===== src/rtl/check_window_ctrl_if.sv =====
// Handshake and result bundle for check_window_ctrl.
// The slave side is the controller and the master side is its user.
interface check_window_ctrl_if #(
    parameter int CNT_W = 8
);
    logic             start;
    logic [CNT_W-1:0] win_len;
    logic             a;
    logic             b;
    logic             busy;
    logic             done;
    logic [CNT_W-1:0] pass_cnt;
    logic [CNT_W-1:0] fail_cnt;
    logic [CNT_W-1:0] first_fail;
    logic             fail_seen;
    logic             aborted;

    modport master (
        output start, win_len, a, b,
        input  busy, done, pass_cnt, fail_cnt, first_fail, fail_seen, aborted
    );

    modport slave (
        input  start, win_len, a, b,
        output busy, done, pass_cnt, fail_cnt, first_fail, fail_seen, aborted
    );
endinterface


===== src/rtl/check_window_ctrl.sv =====
// Check-window controller: samples a && b once per cycle for win_len cycles,
// counting passes and fails, with optional early abort after FAIL_LIMIT fails.
module check_window_ctrl #(
    parameter int CNT_W      = 8,
    parameter int FAIL_LIMIT = 3
) (
    input logic                 clk,
    input logic                 rst_n,
    check_window_ctrl_if.slave  bus
);
    typedef enum logic [1:0] {IDLE, RUN, REPORT} state_t;

    localparam bit               ABORT_EN = (FAIL_LIMIT != 0);
    localparam logic [CNT_W-1:0] LIMIT    = CNT_W'(FAIL_LIMIT);

    state_t           state;
    state_t           state_nxt;
    logic [CNT_W-1:0] remaining;
    logic [CNT_W-1:0] idx;
    logic [CNT_W-1:0] pass_cnt;
    logic [CNT_W-1:0] fail_cnt;
    logic [CNT_W-1:0] first_fail;
    logic             fail_seen;
    logic             aborted;
    logic             sample_ok;
    logic             limit_hit;
    logic             last_sample;

    assign sample_ok   = bus.a && bus.b;
    assign limit_hit   = ABORT_EN && !sample_ok && ((fail_cnt + 1'b1) == LIMIT);
    assign last_sample = (remaining == CNT_W'(1));

    always_ff @(posedge clk) begin
        if (!rst_n) begin
            state <= IDLE;
        end else begin
            state <= state_nxt;
        end
    end

    always_comb begin
        state_nxt = state;
        case (state)
            IDLE: begin
                if (bus.start) begin
                    state_nxt = (bus.win_len == '0) ? REPORT : RUN;
                end
            end
            RUN: begin
                if (limit_hit || last_sample) begin
                    state_nxt = REPORT;
                end
            end
            REPORT:  state_nxt = IDLE;
            default: state_nxt = IDLE;
        endcase
    end

    // busy/done decode only the state register, so they stay registered outputs.
    always_comb begin
        bus.busy = (state != IDLE);
        bus.done = (state == REPORT);
    end

    always_ff @(posedge clk) begin
        if (!rst_n) begin
            remaining  <= '0;
            idx        <= '0;
            pass_cnt   <= '0;
            fail_cnt   <= '0;
            first_fail <= '0;
            fail_seen  <= 1'b0;
            aborted    <= 1'b0;
        end else begin
            case (state)
                IDLE: begin
                    if (bus.start) begin
                        remaining  <= bus.win_len;
                        idx        <= '0;
                        pass_cnt   <= '0;
                        fail_cnt   <= '0;
                        first_fail <= '0;
                        fail_seen  <= 1'b0;
                        aborted    <= 1'b0;
                    end
                end
                RUN: begin
                    remaining <= remaining - 1'b1;
                    idx       <= idx + 1'b1;
                    if (sample_ok) begin
                        pass_cnt <= pass_cnt + 1'b1;
                    end else begin
                        fail_cnt <= fail_cnt + 1'b1;
                        if (!fail_seen) begin
                            first_fail <= idx;
                            fail_seen  <= 1'b1;
                        end
                        if (limit_hit) begin
                            aborted <= 1'b1;
                        end
                    end
                end
                default: ;
            endcase
        end
    end

    assign bus.pass_cnt   = pass_cnt;
    assign bus.fail_cnt   = fail_cnt;
    assign bus.first_fail = first_fail;
    assign bus.fail_seen  = fail_seen;
    assign bus.aborted    = aborted;
endmodule


===== src/flat_wrapper.sv =====
// flat-port wrapper written by rule: the top's interface ports become plain ports
module check_window_ctrl_flat 
#(
    parameter int CNT_W      = 8,
    parameter int FAIL_LIMIT = 3
)
  (clk, rst_n, bus_start, bus_win_len, bus_a, bus_b, bus_busy, bus_done, bus_pass_cnt, bus_fail_cnt, bus_first_fail, bus_fail_seen, bus_aborted);
  check_window_ctrl_if #(.CNT_W(CNT_W)) bus_i ();
  input logic clk;
  input logic rst_n;
  input wire logic [$bits(bus_i.start)-1:0] bus_start;
  input wire logic [$bits(bus_i.win_len)-1:0] bus_win_len;
  input wire logic [$bits(bus_i.a)-1:0] bus_a;
  input wire logic [$bits(bus_i.b)-1:0] bus_b;
  output wire logic [$bits(bus_i.busy)-1:0] bus_busy;
  output wire logic [$bits(bus_i.done)-1:0] bus_done;
  output wire logic [$bits(bus_i.pass_cnt)-1:0] bus_pass_cnt;
  output wire logic [$bits(bus_i.fail_cnt)-1:0] bus_fail_cnt;
  output wire logic [$bits(bus_i.first_fail)-1:0] bus_first_fail;
  output wire logic [$bits(bus_i.fail_seen)-1:0] bus_fail_seen;
  output wire logic [$bits(bus_i.aborted)-1:0] bus_aborted;
  assign bus_i.start = bus_start;
  assign bus_i.win_len = bus_win_len;
  assign bus_i.a = bus_a;
  assign bus_i.b = bus_b;
  assign bus_busy = bus_i.busy;
  assign bus_done = bus_i.done;
  assign bus_pass_cnt = bus_i.pass_cnt;
  assign bus_fail_cnt = bus_i.fail_cnt;
  assign bus_first_fail = bus_i.first_fail;
  assign bus_fail_seen = bus_i.fail_seen;
  assign bus_aborted = bus_i.aborted;
  check_window_ctrl #(.CNT_W(CNT_W), .FAIL_LIMIT(FAIL_LIMIT)) u_core (.clk(clk), .rst_n(rst_n), .bus(bus_i));
endmodule

===== config.mk =====
export PLATFORM = sky130hd
export DESIGN_NAME = check_window_ctrl_flat
export DESIGN_NICKNAME = d
export VERILOG_FILES = /design/src/rtl/check_window_ctrl_if.sv /design/src/rtl/check_window_ctrl.sv /design/src/flat_wrapper.sv
export SDC_FILE = /design/constraint.sdc
export NUM_CORES = 1
export LEC_CHECK = 0
export BUFFER_PORTS_ARGS = -buffer_cell sky130_fd_sc_hd__buf_2
export CAP_MARGIN = 20
export CORE_UTILIZATION = 55
export CTS_BUF_LIST = sky130_fd_sc_hd__clkbuf_4 sky130_fd_sc_hd__clkbuf_8
export CTS_CLUSTER_SIZE = 16
export DETAILED_ROUTE_END_ITERATION = 7
export PLACE_DENSITY = 0.78
export SLEW_MARGIN = 5
export SYNTH_ARGS = -nofsm -noshare
export SYNTH_HDL_FRONTEND = slang
export SYNTH_SLANG_ARGS = --single-unit

===== constraint.sdc =====
create_clock -name clk -period 2.7 [get_ports clk]
set_input_delay 0.135 -clock clk [delete_from_list [all_inputs] [get_ports clk]]
set_output_delay 0.135 -clock clk [all_outputs]
set_load 0.02 [all_outputs]

==> metrics.txt <==
r2r endpoint=u_core.bus.first_fail[1]; Async SR Flop Fraction=0; Post-CTS Resized=0; Worst path slowest cell=dfxtp_1; antenna violations before repair=0; Post-CTS Setup Inserts=0; CTS tree=done; top-area cell type share of the netlist area=0.395; post-route ant nets=0; final hold vios=0; Yosys warnings=0; Reg2Reg Depth=6; Diodes inserted=0; Slew @ Worst Pin=0.527 ns; cts bufs inserted=5; Core Rows=22; Mapped Cells=263; share of layout cells above drive strength 1=0.187; vias in the first global route=1,737; critical path arrival=2.36 ns; DRT Wirelength=4800 µm; Final setup viols=0; Top Ports=41; #FFs+latches synth=44; uppermost layer routed=met4; slowest stage delay, CP=0.65 ns; cells along the critical path=nor2b_1 > buf_4 > nand2_1 > nor2_1 > a22oi_1 > nor2b_1; largest net degree at the start of global routing=35; clock skew=0.00750 ns; drt initial violations=139; core area=3770 µm²; status=complete, no violations; die area=4320 µm²; top_reg_cell synth=dfxtp_1; final cell count without fillers=348; Crit. Startpoint=u_core.state[0]; Met2 Routed Length=2190 µm; period utilization=0.785; nets@finish=318; kind of critical path=reg -> reg; Critical Path Fanout Max=17; clock transition at the registers of the reported paths=0.08 ns; GRT Overall Usage=0.242; post-route DRC violation count=0; Post-Route Utilization=0.673; maxcap violations=0; Layout Area Growth over Synthesis=13.7%; syn nets=282; internal power=0.966 mW; Crit path top cell by count=nor2b_1; WL/cell=13.8 µm; reg-to-reg slack, setup=0.58 ns; setup_tns=0 ns; Synth area leaders=dfxtp_1, nor2_1, nor2b_1; RSZ-0062 raised after global routing=no; Leak=1.07 nW; Period minus WS final=2.12 ns; number of clock sinks=44; die span in y=65.7 µm; WL met3=181 µm; max_slew headroom=0.643; die width=65.7 µm; Worst Hold Class=in -> reg; WP data required=2.94 ns; first-pass GRT wire length=7990 µm; Inst Count DP=340; Port Buffers=40; Post-synth EDFFs=0; Setup crit end=u_core.bus.first_fail[1]; R2R Path Start=u_core.state[0]; vias per cell=5.54; Final GP Congestion=0.820; Peak VDD IR=0.000420 V; Starting Density=0.592; clk_lat worst skew=0.30 ns; Clock Tree Root=clkbuf_8; Yosys cell types=48; CTS HTree Levels=2; worst hold margin=0.129 ns; gr ovfl total=0; Worst Setup End Kind=register; drt first pass iters=4; largest area contributor in the netlist=dfxtp_1; cell area after synthesis=2230 µm²; Fillers=321; pwr dens=535 nW/µm²; Pins Over Slew Limit=0; Psw=0.391 mW; DP HPWL=3320 µm; critical path launch point type=register; sequential share of power=0.523; sequential element share of the synthesized area=0.395; Gate power share=0.165; fmax=0.472 GHz; Longest Clk Path Bufs=2; Synth Area per Inst=8.48 µm²; cts hold-fix bufs=0; vias=1,927; clock share of power=0.312; Switching Fraction=0.288; Metal-1 WL=2420 µm
==> cell usage after synthesis, types with 2 or more instances <==
cell type,instances
nor4_1,2
clkbuf_1,10
a22oi_1,10
or3_1,2
and2_1,8
nand2b_1,4
o21a_1,2
ha_1,6
a21oi_1,11
mux2i_1,3
a21boi_0,6
and3_1,5
xor2_1,11
nand3_1,10
or4_1,3
a222oi_1,2
dfxtp_1,44
o211ai_1,4
nand4_1,7
a32oi_1,2
nor2_1,33
o21ai_0,11
nand2_1,21
nor2b_1,18
inv_1,5
==> cell type report <==
class,count,area (µm²),share of cell area
Clock buffer,6,82.6,0.0325
Clock inverter,2,10.0,0.00394
Inverter,5,18.8,0.00740
Multi-Input combinational cell,202,1280,0.503
Sequential cell,44,881,0.347
Tap cell,48,60.1,0.0237
Timing Repair Buffer,41,208,0.0819
==> state kept, by name (all words and copies together), names as in the netlist <==
signal	count
u_core.bus.fail_cnt	8
u_core.bus.first_fail	8
u_core.bus.pass_cnt	8
u_core.idx	8
u_core.remaining	8
u_core.state	2
u_core.bus.aborted	1
u_core.bus.fail_seen	1
==> cells in the final DEF, fill, tap and decap left out, drive strengths merged, types with 5 or more instances in the layout <==
cell type,count
buf,41
nand3,10
a22oi,10
dfxtp,44
xor2,11
and2,8
nand4,7
and3,5
a21oi,12
a21boi,6
ha,6
o21ai,11
clkbuf,6
inv,5
nand2,21
nor2b,18
nor2,33
==> worst min path at each step <==
stage	startpoint	end	slack, ns	cells past startpoint
floorplan	rst_n	u_core.idx[2]	0.28	2
global placement	bus_win_len[7]	u_core.remaining[7]	0.42	3
detailed placement	bus_win_len[7]	u_core.remaining[7]	0.43	3
CTS	bus_win_len[7]	u_core.remaining[7]	0.12	3
global route	bus_win_len[7]	u_core.remaining[7]	0.14	3
finish	bus_win_len[7]	u_core.remaining[7]	0.13	3
==> worst max-delay path, delay by kind of cell, from the launching register on <==
kind	cells	cell delay (ns)
AO/OA/AOI/OAI	1	0.18
buffers and inverters	1	0.17
AND/OR/NAND/NOR	4	1.07
flip-flops	1	0.65
==> metal layers <==
layer  vias up  track usage
li1       1012            -
met1       870        0.318
met2        43        0.386
met3         2       0.0434
met4         0       0.0978
met5         -            0
==> kinds of logic after synthesis <==
logic type,count (synthesis),share of synthesized area
and+or+nand+nor,120,0.279
AOI/OAI and AO/OA,61,0.200
DFF,44,0.395
buffers and inverters,17,0.0325
xor gates and xnor gates,12,0.0471
adders and majority gates,6,0.0337
muxes,3,0.0135
==> stage by stage <==
step,power [mW],cell area (µm²),setup slack (ns)
after floorplan,0.882,2230,0.768
final,1.36,2540,0.580
after detailed placement,0.946,2440,0.584
after global placement,0.940,2440,0.668
after CTS,1.37,2540,0.561
after global routing,1.43,2540,0.346
==> power groups by stage <==
stage	Clock, mW	Sequential [mW]	Combinational [mW]
2_1_floorplan	0	0.713	0.169
3_3_place_gp	0	0.723	0.217
3_5_place_dp	0	0.723	0.222
4_1_cts	0.437	0.708	0.224
5_1_grt	0.462	0.715	0.250
6_report	0.423	0.710	0.224
Power figures use the tool's default switching activity.
